==> config.mk <==
export PLATFORM = sky130hd
export DESIGN_NAME = stream_shell_joinfork
export DESIGN_NICKNAME = d
export VERILOG_FILES = /design/src/rtl/stream_shell_pkg.sv /design/src/rtl/stream_skid_buf.sv /design/src/rtl/stream_shell_joinfork.sv
export SDC_FILE = /design/constraint.sdc
export NUM_CORES = 1
export LEC_CHECK = 0
export BUFFER_PORTS_ARGS = -buffer_cell sky130_fd_sc_hd__buf_2
export CELL_PAD_IN_SITES_DETAIL_PLACEMENT = 0
export CELL_PAD_IN_SITES_GLOBAL_PLACEMENT = 1
export CORE_ASPECT_RATIO = 1.1
export CORE_UTILIZATION = 25
export CTS_CLUSTER_DIAMETER = 100
export CTS_CLUSTER_SIZE = 20
export DETAILED_ROUTE_END_ITERATION = 10
export GPL_ROUTABILITY_DRIVEN = 0
export PLACE_DENSITY = 0.52
export SYNTH_ARGS = -nofsm -noshare
export SYNTH_HDL_FRONTEND = slang
export SYNTH_SLANG_ARGS = --single-unit
export TNS_END_PERCENT = 50
==> constraint.sdc <==
create_clock -name clk -period 30.2 [get_ports clk]
set_clock_uncertainty 0.2 [all_clocks]
set_input_delay 1.51 -clock clk [delete_from_list [all_inputs] [get_ports clk]]
set_output_delay 1.51 -clock clk [all_outputs]
set_load 0.02 [all_outputs]
==> src/rtl/stream_shell_pkg.sv <==
// Shared FloPoCo exception-field encodings and the IEEE-754 single classifier
// used by the stream shell when STREAM_SHELL_FPC_CLASSIFY_EN is defined.
package stream_shell_pkg;

  localparam int FPC_EFW = 2;

  localparam logic [FPC_EFW-1:0] FPC_ZERO   = 2'b00;
  localparam logic [FPC_EFW-1:0] FPC_NORMAL = 2'b01;
  localparam logic [FPC_EFW-1:0] FPC_INF    = 2'b10;
  localparam logic [FPC_EFW-1:0] FPC_NAN    = 2'b11;

  // Denormals (exp==0, mantissa!=0) are tagged zero; the word itself is untouched.
  function automatic logic [FPC_EFW-1:0] fpc_classify(input logic [31:0] word);
    logic [7:0]  exp_f;
    logic [22:0] man_f;
    logic        unused_sign;
    exp_f       = word[30:23];
    man_f       = word[22:0];
    unused_sign = word[31];
    if (exp_f == 8'd0)
      return FPC_ZERO;
    else if (exp_f == 8'hFF)
      return (man_f == 23'd0) ? FPC_INF : FPC_NAN;
    else
      return FPC_NORMAL;
  endfunction

endpackage

==> src/rtl/stream_skid_buf.sv <==
// Two-entry skid buffer with a registered upstream ready; ready drops only
// when both entries are occupied, so an accepted beat is never dropped.
module stream_skid_buf #(
  parameter int W = 32
) (
  input  logic         clk,
  input  logic         rst,
  input  logic         i_valid,
  output logic         o_ready,
  input  logic [W-1:0] i_data,
  output logic         o_valid,
  input  logic         i_ready,
  output logic [W-1:0] o_data
);

  logic [W-1:0] r_mem [2];
  logic         r_wptr;
  logic         r_rptr;
  logic [1:0]   r_cnt;
  logic         r_rdy;

  logic         w_push;
  logic         w_pop;
  logic [1:0]   w_cnt_nxt;

  assign o_ready   = r_rdy;
  assign o_valid   = (r_cnt != 2'd0);
  assign o_data    = r_mem[r_rptr];
  assign w_push    = i_valid & r_rdy;
  assign w_pop     = o_valid & i_ready;
  assign w_cnt_nxt = r_cnt + {1'b0, w_push} - {1'b0, w_pop};

  always_ff @(posedge clk or posedge rst) begin
    if (rst) begin
      r_mem[0] <= '0;
      r_mem[1] <= '0;
      r_wptr   <= 1'b0;
      r_rptr   <= 1'b0;
      r_cnt    <= 2'd0;
      r_rdy    <= 1'b0;
    end else begin
      if (w_push) begin
        r_mem[r_wptr] <= i_data;
        r_wptr        <= ~r_wptr;
      end
      if (w_pop)
        r_rptr <= ~r_rptr;
      r_cnt <= w_cnt_nxt;
      // Ready is computed from next occupancy so it can be a plain flop.
      r_rdy <= (w_cnt_nxt <= 2'd1);
    end
  end

endmodule

==> src/rtl/stream_shell_joinfork.sv <==
// Stream shell: joins NIN skid-buffered inputs into one kernel beat (tagging
// each word with a FloPoCo exception field) and forks the kernel output to
// NOUT outputs. Tagging is IEEE-754 classified when STREAM_SHELL_FPC_CLASSIFY_EN
// is defined, otherwise every word is tagged normal.
module stream_shell_joinfork
  import stream_shell_pkg::*;
#(
  parameter int STREAMW = 32,
  parameter int NIN     = 4,
  parameter int NOUT    = 4,
  parameter int CNTW    = 32
) (
  input  logic                              clk,
  input  logic                              rst,
  input  logic [NIN-1:0]                    in_valid,
  output logic [NIN-1:0]                    in_ready,
  input  logic [NIN*STREAMW-1:0]            in_data,
  output logic                              k_ivalid,
  input  logic                              k_iready,
  output logic [NIN*(STREAMW+FPC_EFW)-1:0]  k_idata,
  input  logic                              k_ovalid,
  output logic                              k_oready,
  input  logic [NOUT*(STREAMW+FPC_EFW)-1:0] k_odata,
  output logic [NOUT-1:0]                   out_valid,
  input  logic [NOUT-1:0]                   out_ready,
  output logic [NOUT*STREAMW-1:0]           out_data,
  output logic [CNTW-1:0]                   in_count,
  output logic [CNTW-1:0]                   out_count
);

  localparam int              KW      = STREAMW + FPC_EFW;
  localparam logic [CNTW-1:0] CNT_ONE = CNTW'(1);

  logic [NIN-1:0]          w_buf_vld;
  logic [NIN*STREAMW-1:0]  w_buf_dat;
  logic                    w_join;

  logic                    r_full;
  logic [NOUT-1:0]         r_sent;
  logic [NOUT*STREAMW-1:0] r_data;
  logic [CNTW-1:0]         r_in_cnt;
  logic [CNTW-1:0]         r_out_cnt;

  logic [NOUT-1:0]         w_out_hs;
  logic                    w_done;
  logic                    w_load;
  logic [NOUT*STREAMW-1:0] w_kdat_lo;
  logic [NOUT*FPC_EFW-1:0] w_kdat_ef;
  logic                    w_unused_ef;

  assign k_ivalid = &w_buf_vld;
  assign w_join   = k_ivalid & k_iready;

  for (genvar i = 0; i < NIN; i++) begin : g_in
    logic [FPC_EFW-1:0] w_ef;

    stream_skid_buf #(.W(STREAMW)) u_skid (
      .clk     (clk),
      .rst     (rst),
      .i_valid (in_valid[i]),
      .o_ready (in_ready[i]),
      .i_data  (in_data[i*STREAMW +: STREAMW]),
      .o_valid (w_buf_vld[i]),
      .i_ready (w_join),
      .o_data  (w_buf_dat[i*STREAMW +: STREAMW])
    );

`ifdef STREAM_SHELL_FPC_CLASSIFY_EN
    assign w_ef = fpc_classify(w_buf_dat[i*STREAMW +: 32]);
`else
    assign w_ef = FPC_NORMAL;
`endif

    assign k_idata[i*KW +: KW] = {w_ef, w_buf_dat[i*STREAMW +: STREAMW]};
  end

  // Output words drop the exception field; it has no meaning downstream.
  for (genvar j = 0; j < NOUT; j++) begin : g_out
    assign w_kdat_lo[j*STREAMW +: STREAMW] = k_odata[j*KW +: STREAMW];
    assign w_kdat_ef[j*FPC_EFW +: FPC_EFW] = k_odata[j*KW+STREAMW +: FPC_EFW];
  end
  assign w_unused_ef = ^w_kdat_ef;

  assign out_valid = {NOUT{r_full}} & ~r_sent;
  assign out_data  = r_data;
  assign w_out_hs  = out_valid & out_ready;
  assign w_done    = r_full & (&(r_sent | w_out_hs));
  assign k_oready  = ~r_full | w_done;
  assign w_load    = k_ovalid & k_oready;
  assign in_count  = r_in_cnt;
  assign out_count = r_out_cnt;

  always_ff @(posedge clk or posedge rst) begin
    if (rst) begin
      r_full    <= 1'b0;
      r_sent    <= '0;
      r_data    <= '0;
      r_in_cnt  <= '0;
      r_out_cnt <= '0;
    end else begin
      if (w_load) begin
        r_data <= w_kdat_lo;
        r_full <= 1'b1;
        r_sent <= '0;
      end else if (w_done) begin
        r_full <= 1'b0;
        r_sent <= '0;
      end else begin
        r_sent <= r_sent | w_out_hs;
      end
      if (w_join)
        r_in_cnt <= r_in_cnt + CNT_ONE;
      if (w_done)
        r_out_cnt <= r_out_cnt + CNT_ONE;
    end
  end

endmodule

==> flow_summary.ini, run 1 <==
[yosys]
synth_flop_cell = dfrtp_1
synth-seq-cells = 473
synth_cell_types = 43
netlist_instances = 1318
ys_async_sr_fraction_pct = 100
synth-seq-area-share_pct = 59.3
synth_edf_count = 0
ys_warn_count = 0
synthesis.area_sq_um = 20000
postSynthAreaPerCell_sq_um = 15.2

[global_routing]
grt_pass1_wl_um = 87300
track_usage_pct = 14.1
antenna_found_initial = 16
grt_max_degree = 126
grt_overflow = 0
grt_pass1_vias = 13400

[critical_path]
worstPathCellList = buf_4 -> mux2_2 -> buf_2
path_max_fanout = 20
critPathKind = reg2out
arrival_ns = 2.37
worstReg2RegStart = r_sent[0]$_DFF_PP0_
cpMaxStageDelayCell = dfrtp_1
cp-start-kind = register
cp_slowest_stage_delay_ns = 0.80
critPathRequiredTime_ns = 28.49
crit_path_start = g_in[1].u_skid.r_rptr$_DFFE_PP0P_
critical-path-top-delay-family = flip-flops
end_kind = primary output
cp_num_buf_inv = 2

[power_and_ir_drop]
p_per_area_nw_per_um2 = 112
peakVddDrop_mv = 0.0612
p_int_uw = 1680
power.share.clock_pct = 15.5
p_seq_share_pct = 38.6
switching_power_uw = 1110
switching_share_pct = 39.7
p_comb_share_pct = 45.9
leakage_uw = 0.0116

[final_layout]
final_common_cell = buf_2
layout_common_cells = buf_2, dfrtp_1, mux2_2, mux2_1, xnor2_1
fillers = 8040
drive_gt1_share_pct = 56.6
layout.nets = 2181
finalNonFillerCells = 2953
area_delta_synth_final_pct = 24.6

[timing]
max_freq_mhz = 245
fin_crit_ns = 4.09
relSlewSlack_pct = 28.0
setup_viol_count_final = 0
maxSlewViolCount = 0
rsz0062_at_grt = no
setup_tns_ns = 0
timing.final.hold_violations = 0
min_period_over_period_pct = 13.5
worst_slew_pin_slew_ns = 1.08
hold_ws_ns = 0.275

[cts]
ctsHoldBuffers = 0
cts_tree = built
cts-root-buf = clkbuf_16
ctsResizeCount = 0
clock_latency_ns = 0.61
cts_max_path_buffers = 3
post-cts-setup-buffer-count = 0
clock-sinks = 473
cts_buffers = 31
htree_levels = 1
clk_pin_slew_worst_paths_ns = 0.08

[die]
pin_count = 614
core_sq_um = 79100
die_h_um = 298
start_util_pct = 25.3
rows = 108
dieArea_sq_um = 81000
fp.dieW_um = 272

[status]
outcome = finished clean

[place]
io_buffers = 597
dp.cells = 2907
dp_hpwl_um = 43700

[detailed_routing]
drt-vias-per-instance = 4.25
routedWlPerCell_um = 19.8
vias = 12600
drtIter0Drc = 338
routed_wl_um = 58600
first_pass_iters = 4
ant_nets = 0
drc_errors = 0

[worst_hold_path]
min_from = in_count[31]$_DFFE_PP0N_
worstHoldPathType = reg2reg

[job]
max-cap-violations = 0
[power groups by stage]
stage	Sequential (uW)	Clock, uW	Combinational (uW)
floorplan	1160	0	786
global placement	1080	0	1300
detailed placement	1090	0	1310
CTS	1080	459	1310
global route	1120	479	1370
finish	1080	432	1280
[worst paths after layout]
| check | end | slack (ns) | cells past startpoint |
|---|---|---|---|
| max reg2reg | out_data[123]$_DFFE_PP0P_ | 26.93 | 6 |
| max | k_idata[53] | 26.12 | 3 |
| min reg2reg | in_count[31]$_DFFE_PP0N_ | 0.28 | 1 |
| max in group asynchronous | out_data[109]$_DFFE_PP0P_ | 26.58 | 4 |
| min in group asynchronous | out_count[12]$_DFFE_PP0P_ | 0.90 | 2 |
| min | in_count[31]$_DFFE_PP0N_ | 0.28 | 1 |
[cell usage after synthesis (2+ instances only)]
cell type | n | area [sq um]
nor4_2 | 2 | 25.0
nor2b_1 | 4 | 25.0
and4_2 | 2 | 20.0
mux2_1 | 126 | 1420
o32ai_1 | 4 | 35.0
buf_2 | 27 | 135
nor3_4 | 2 | 32.5
o21ai_0 | 4 | 20.0
xnor2_1 | 54 | 473
mux2_2 | 388 | 4370
and3_1 | 8 | 50.1
buf_6 | 13 | 146
dfrtp_1 | 473 | 11800
inv_1 | 20 | 75.1
o22ai_2 | 2 | 25.0
nor2_2 | 2 | 12.5
nor2_1 | 7 | 26.3
clkbuf_1 | 21 | 78.8
buf_4 | 14 | 105
nand2_2 | 2 | 12.5
nand3_1 | 26 | 130
ha_1 | 10 | 125
nand4_4 | 2 | 42.5
and2_1 | 8 | 50.1
nand2b_1 | 5 | 31.3
nor3_1 | 6 | 30.0
nand4_2 | 3 | 37.5
and4_1 | 5 | 43.8
xnor2_2 | 4 | 65.1
xor2_1 | 20 | 175
nand2_1 | 27 | 101
nand4_1 | 15 | 93.8
conb_1 | 2 | 7.51
[sequential cells by signal, indices dropped and copies added (netlist names)]
signal,flops
g_in.u_skid.o_ready,4
g_in.u_skid.r_cnt,8
g_in.u_skid.r_mem,256
g_in.u_skid.r_rptr,4
g_in.u_skid.r_wptr,4
in_count,32
out_count,32
out_data,128
r_full,1
r_sent,4
[stage by stage]
| stage | power (uW) | setup WS (ns) | utilization, % | cell area [sq um] |
|---|---|---|---|---|
| floorplan | 1950 | 15.30 | - | 20000 |
| global placement | 2370 | 25.74 | 30.3 | 24000 |
| detailed placement | 2400 | 25.67 | 30.3 | 24000 |
| CTS | 2850 | 25.97 | 31.5 | 24900 |
| global route | 2970 | 25.94 | 31.5 | 24900 |
| finish | 2790 | 26.12 | 31.5 | 24900 |
[cell families after synthesis]
kind of cell / synth area share, %
flip-flops: 59.3
XOR/XNOR: 3.57
AND/OR/NAND/NOR: 4.28
buffers and inverters: 2.71
AO/OA/AOI/OAI: 0.539
other: 0.0376
adder cells (fa/ha/maj): 0.626
multiplexers: 29.0
[final cells by class]
class	instances	area [sq um]	share of cell area, %
Antenna cell	5	12.5	0.0503
Inverter	20	82.6	0.332
Clock buffer	31	776	3.12
Timing Repair Buffer	613	3110	12.5
Tap cell	1045	1310	5.25
Sequential cell	473	11800	47.6
Multi-Input combinational cell	756	7630	30.7
Clock inverter	10	129	0.518
[layer usage]
metal	track usage [%]	vias to the layer above	part of all wire, %	wire (um)
met5	0	-	0.25	147
met4	3.75	22	2.6	1530
met3	5.01	85	8.7	5100
met2	24.9	384	50	29500
met1	16.1	6319	38	22400
li1	-	5749	-	-
Note: power is estimated with default switching activity, not from simulation.
==> run 2: changes to the inputs <==
Clock period 30.2 ns to 4.3 ns, I/O delays scaled along.
==> run 2 against run 1 <==
Setup slack worse by 25 ns. Sequential share of layout area fell by 4.6 points. Critical path depth unchanged. Final cell count increased by 8.9%. Flip-flop and latch count unchanged. Clock power grew to 6.5 times the previous value. Die area unchanged. Routed wire length increased by 2.4%. Non-clock buffer count rose by 271. Sequential power rose to 6.9 times the previous value. Largest power group unchanged.
==> flow_summary.ini, run 2 (synthesis gave the netlist of run 1 again) <==
[status]
outcome = finished clean

[die]
rows = 108
start_util_pct = 25.3
dieArea_sq_um = 81000
pin_count = 614
die_h_um = 298
core_sq_um = 79100
fp.dieW_um = 272

[power_and_ir_drop]
p_per_area_nw_per_um2 = 710
power_uw = 19600
leakage_uw = 0.0127
peakVddDrop_mv = 0.444

[critical_path]
rr_endpoint = out_data[53]$_DFFE_PP0P_
critPathRequiredTime_ns = 3.88
r2r_slack_ns = 1.57
worstReg2RegStart = r_sent[0]$_DFF_PP0_
arrival_ns = 2.42
cp-start-kind = register
path_max_fanout = 20
r2r_cells = 6
end_kind = primary output
critPathKind = reg2out

[final_layout]
largest_register = g_in.u_skid.r_mem
final_common_cell = buf_2
fillers = 7954
drive_gt1_share_pct = 49.6
layout_common_cells = buf_2, dfrtp_1, mux2_2, dlygate4sd3_1, mux2_1
largest_reg_flops = 256
finalNonFillerCells = 3217
layout.nets = 2450
area_delta_synth_final_pct = 38.0

[timing]
rsz0062_at_grt = no
setup_tns_ns = 0
maxSlewViolCount = 0
fin_crit_ns = 2.83
relSlewSlack_pct = 34.7
timing.final.hold_violations = 0
min_period_over_period_pct = 65.8
max_freq_mhz = 353
worst_slew_pin_slew_ns = 0.980
worst_slack_ns = 1.47
setup_viol_count_final = 0

[detailed_routing]
drc_errors = 0
drtIter0Drc = 398
drt-vias-per-instance = 4.20
first_pass_iters = 4
routed_wl_um = 60000
routedWlPerCell_um = 18.6
ant_nets = 0
vias = 13500

[cts]
post-cts-setup-buffer-count = 0
clock_latency_ns = 0.61
ctsResizeCount = 0
clk_pin_slew_worst_paths_ns = 0.09
cts_buffers = 29
cts_tree = built
cts-root-buf = clkbuf_16
clock-sinks = 473
cts_max_path_buffers = 3
htree_levels = 1

[place]
io_buffers = 597
post-place-ws_ns = 1.54
dp_hpwl_um = 44100
dp.cells = 2911

[global_routing]
track_usage_pct = 14.6
grt_max_degree = 112
grt_pass1_vias = 14600
antenna_found_initial = 5
grt_overflow = 0
grt_pass1_wl_um = 91200

[job]
max-cap-violations = 0

[worst_hold_path]
worstHoldPathType = in2async
run 2: cell types whose count changed in the layout (fill, tap and decap cells not counted), sizes merged, moves of 2 or more:
cell and delta:
inv -5, dlygate4sd3 +267, clkbuf -2, buf +4
diode -2, clkinvlp +2
run 2: timing repair:
action / in CTS / in global routing
hold endpoints to repair: 541 / 0
hold buffers: 267 / 0
endpoints found under the setup margin: 0 / 0
run 2: final cells by class:
class	count	area (sq um)	share of cell area, %
sequential	473	11800	42.9
timing repair buffer	884	5910	21.4
inverter	20	78.8	0.286
clock buffer	29	726	2.63
clock inverter	7	62.6	0.227
antenna	3	7.51	0.0272
tap	1045	1310	4.74
multi-input combinational	756	7630	27.7
run 2: stage by stage:
| stage | cell area, sq um | hold WS, ns | util [%] |
|---|---|---|---|
| 6_report | 27600 | 0.0603 | 34.9 |
| 3_5_place_dp | 24100 | 0.150 | 30.5 |
| 3_3_place_gp | 24100 | 0.141 | 30.5 |
| 4_1_cts | 27600 | 0.00951 | 34.9 |
| 5_1_grt | 27600 | 0.0505 | 34.9 |
| 2_1_floorplan | 20000 | 0.113 | - |
run 2: power by group:
part / switching (uW) / internal, uW / leakage, uW
registers: 1010 / 6480 / 0.00570
logic: 5190 / 4110 / 0.00666
clock network: 1560 / 1220 / 0.000382
total: 7770 / 11800 / 0.0127
run 2: worst max path at each step:
stage,from,endpoint,slack [ns],cells past startpoint
final,g_in[0].u_skid.r_rptr$_DFFE_PP0P_,k_idata[18],1.47,3
after global placement,r_sent[0]$_DFF_PP0_,out_data[62]$_DFFE_PP0P_,1.59,6
after global routing,g_in[0].u_skid.r_rptr$_DFFE_PP0P_,k_idata[11],1.34,3
after floorplan,rst,g_in[0].u_skid.o_ready$_DFF_PP0_,-2.52,1
after CTS,g_in[0].u_skid.r_rptr$_DFFE_PP0P_,k_idata[18],1.37,3
after detailed placement,r_sent[0]$_DFF_PP0_,out_data[39]$_DFFE_PP0P_,1.54,6
run 2: worst max-delay path, cell delays in order, from the launching register on:
cell	delay, ns
dfrtp_1	0.81
buf_4	0.43
mux2_2	0.38
buf_2	0.18
run 2: routing by layer:
layer  share of wire (%)  global-route usage [%]  up-vias
met1                  38                    16.3     6762
met2                  50                    25.8      386
met4                 3.5                    5.00        4
met5               0.052                       0        -
li1                    -                       -     6274
met3                 8.1                    4.67       76
==> run 3: changes to the inputs <==
Settings changed: ABC_AREA set to 1, PLACE_DENSITY 0.52 to 0.58.
Clock period 4.3 ns to 2.4 ns, I/O delays scaled along.
==> run 3 against run 2 <==
Synthesized cell count rose by 93%. Cell area rose by 7.5%. Critical path depth rose by 6. Hold slack improved by 0.068 ns. Global-route usage rose by 1.8 points. Clock power rose by 120%. Synthesized area rose by 3.5%. Setup slack got worse by 1.4 ns. Flip-flop and latch count did not move.
==> flow_summary.ini, run 3 <==
[timing]
worst_slew_pin_slew_ns = 0.571
maxSlewViolCount = 0
fin_crit_ns = 2.32
relSlewSlack_pct = 61.8
min_period_over_period_pct = 96.6
hold_ws_ns = 0.128
setup_viol_count_final = 0
max_freq_mhz = 431
timing.final.hold_violations = 0

[power_and_ir_drop]
p_per_area_nw_per_um2 = 1210
power_uw = 35800
peakVddDrop_mv = 0.598
leakage_uw = 0.0158

[final_layout]
seqCellArea_sq_um = 11800
final_common_cell = nand2_1
largest_register = g_in.u_skid.r_mem
utilization_pct = 36.2
largest_reg_flops = 256
drive_gt1_share_pct = 21.1
area_delta_synth_final_pct = 43.3
layout_common_cells = nand2_1, buf_2, dfrtp_1, dlygate4sd3_1, o21ai_0
fillers = 8691
layout.nets = 3719
multiInputGateArea_sq_um = 7450

[worst_hold_path]
worstHoldPathType = in2reg
worstHoldPathCells = 4
min_to = out_data[65]$_DFFE_PP0P_
min_from = k_odata[69]

[cts]
cts_tree = built
cts_max_path_buffers = 3
cts_buffers = 34
clk_pin_slew_worst_paths_ns = 0.09
cts-root-buf = clkbuf_16
clock-sinks = 473
htree_levels = 2
clock_latency_ns = 0.56

[detailed_routing]
routed_wl_um = 69900
routedWlPerCell_um = 15.5
drtIter0Drc = 937
drc_errors = 0
first_pass_iters = 5
vias = 19200
drt-vias-per-instance = 4.24
ant_nets = 0

[status]
outcome = finished clean

[place]
dp_hpwl_um = 47900
io_buffers = 597

[critical_path]
r2r_slack_ns = 0.08
cp-start-kind = register
path_max_fanout = 35
rr_endpoint = out_data[83]$_DFFE_PP0P_
arrival_ns = 2.62
critPathRequiredTime_ns = 2.70
end_kind = register
worstPathCellList = nand2_1 -> nand2_1 -> nand2_2 -> o21ai_4 -> buf_12 -> clkbuf_16 -> nand3_1 -> dlygate4sd3_1 -> nand2_1
worstReg2RegStart = r_full$_DFFE_PP0P_
cp_slowest_stage_delay_ns = 0.57
cpMaxStageDelayCell = dlygate4sd3_1
r2r_cells = 9
cp_common_cell = nand2_1
critPathKind = reg2reg

[die]
pin_count = 614
die_h_um = 304
core_sq_um = 81900
fp.dieW_um = 276
rows = 110
start_util_pct = 25.3
dieArea_sq_um = 83900

[global_routing]
track_usage_pct = 16.3
grt_pass1_vias = 19600
grt_overflow = 0
grt_max_degree = 81
antenna_found_initial = 5
grt_pass1_wl_um = 110000

[yosys]
postSynthAreaPerCell_sq_um = 8.13
yosysMostFrequentCell = nand2_1
synth_edf_count = 0
synth_flop_cell = dfrtp_1
synth-seq-area-share_pct = 57.2
ys_top_cells_by_area = dfrtp_1, nand2_1, o21ai_0
netlist_instances = 2544
ys_async_sr_fraction_pct = 100
synthesis.area_sq_um = 20700
synth_cell_types = 24
synth.largest_area_cell = dfrtp_1
synth-seq-cells = 473
yosys-top-cells-count = nand2_1, dfrtp_1, o21ai_0
ys_warn_count = 0
synth_top_area_share_pct = 57.2

[job]
max-cap-violations = 0
-- run 3: cell types whose count changed after synthesis, moves of 44 or more --
cell / delta
o21ai_0: +259
mux2_1: -126
nor2_1: +80
clkbuf_1: +79
nand2_1: +1066
nand3_1: +140
xnor2_1: -44
mux2_2: -388
inv_1: +188
-- run 3: what timing repair did --
item | CTS | global route
hold buffers | 338 | 0
cloned | 0 | 2
setup endpoints to repair | 17 | 66
pin swaps | 0 | 1
resized for setup | 2 | 3
setup buffers | 0 | 2
endpoints found under the hold margin | 882 | 0
-- run 3: cell type report --
type | instances | share of cell area [%]
diodes | 5 | 0.0422
clock buffers | 41 | 3.24
clock inverters | 12 | 0.498
inverters | 213 | 2.71
multi-input cells | 1722 | 25.2
flip-flops and latches | 473 | 40.0
well taps | 1064 | 4.49
repair buffers | 989 | 23.9
-- run 3: critical path: cells and delay by family, from the launching register on --
family,cells,cell delay [ns]
DFF,1,0.43
and+or+nand+nor,5,0.44
AOI/OAI and AO/OA,1,0.22
buffers and inverters,3,0.97
-- run 3: per-layer routing --
layer	track usage [%]	vias up	share of wire [%]
li1	-	9637	-
met1	19.8	8945	42
met2	28.3	503	49
met3	3.74	91	5.7
met4	5.57	0	3.1
met5	0	-	0
-- run 3: stage by stage --
step / std cells / cell area (sq um) / setup WS (ns) / setup TNS [ns]
floorplan: 2550 / 20700 / -4.33 / -2046.59
global placement: 4119 / 25000 / 0.376 / 0
global route: 4519 / 29600 / -0.0221 / -0.126
detailed placement: 4119 / 25000 / 0.353 / 0
CTS: 4510 / 29500 / 0.0219 / 0
finish: 4519 / 29600 / 0.0812 / 0
-- run 3: worst max-delay path by stage --
stage | end | from | depth (start not counted)
finish | out_data[83]$_DFFE_PP0P_ | r_full$_DFFE_PP0P_ | 9
global route | out_data[93]$_DFFE_PP0P_ | r_full$_DFFE_PP0P_ | 9
CTS | k_oready | r_full$_DFFE_PP0P_ | 6
detailed placement | out_data[104]$_DFFE_PP0P_ | r_full$_DFFE_PP0P_ | 7
global placement | out_data[110]$_DFFE_PP0P_ | r_full$_DFFE_PP0P_ | 7
floorplan | g_in[0].u_skid.o_ready$_DFF_PP0_ | rst | 1
-- run 3: logic make-up after synthesis --
family	after synthesis	synth area share (%)
flip-flops	473	57.2
buffers and inverters	355	6.95
XOR/XNOR	37	1.57
other	2	0.0363
AO/OA/AOI/OAI	264	6.41
AND/OR/NAND/NOR	1403	27.2
adder cells (fa/ha/maj)	10	0.605
-- run 3: where the power goes --
group / switching [uW] / total [uW] / internal (uW) / leakage, uW
Combinational: 10900 / 16600 / 5620 / 0.00935
Sequential: 1740 / 13000 / 11300 / 0.00595
Clock: 3150 / 6190 / 3050 / 0.000538
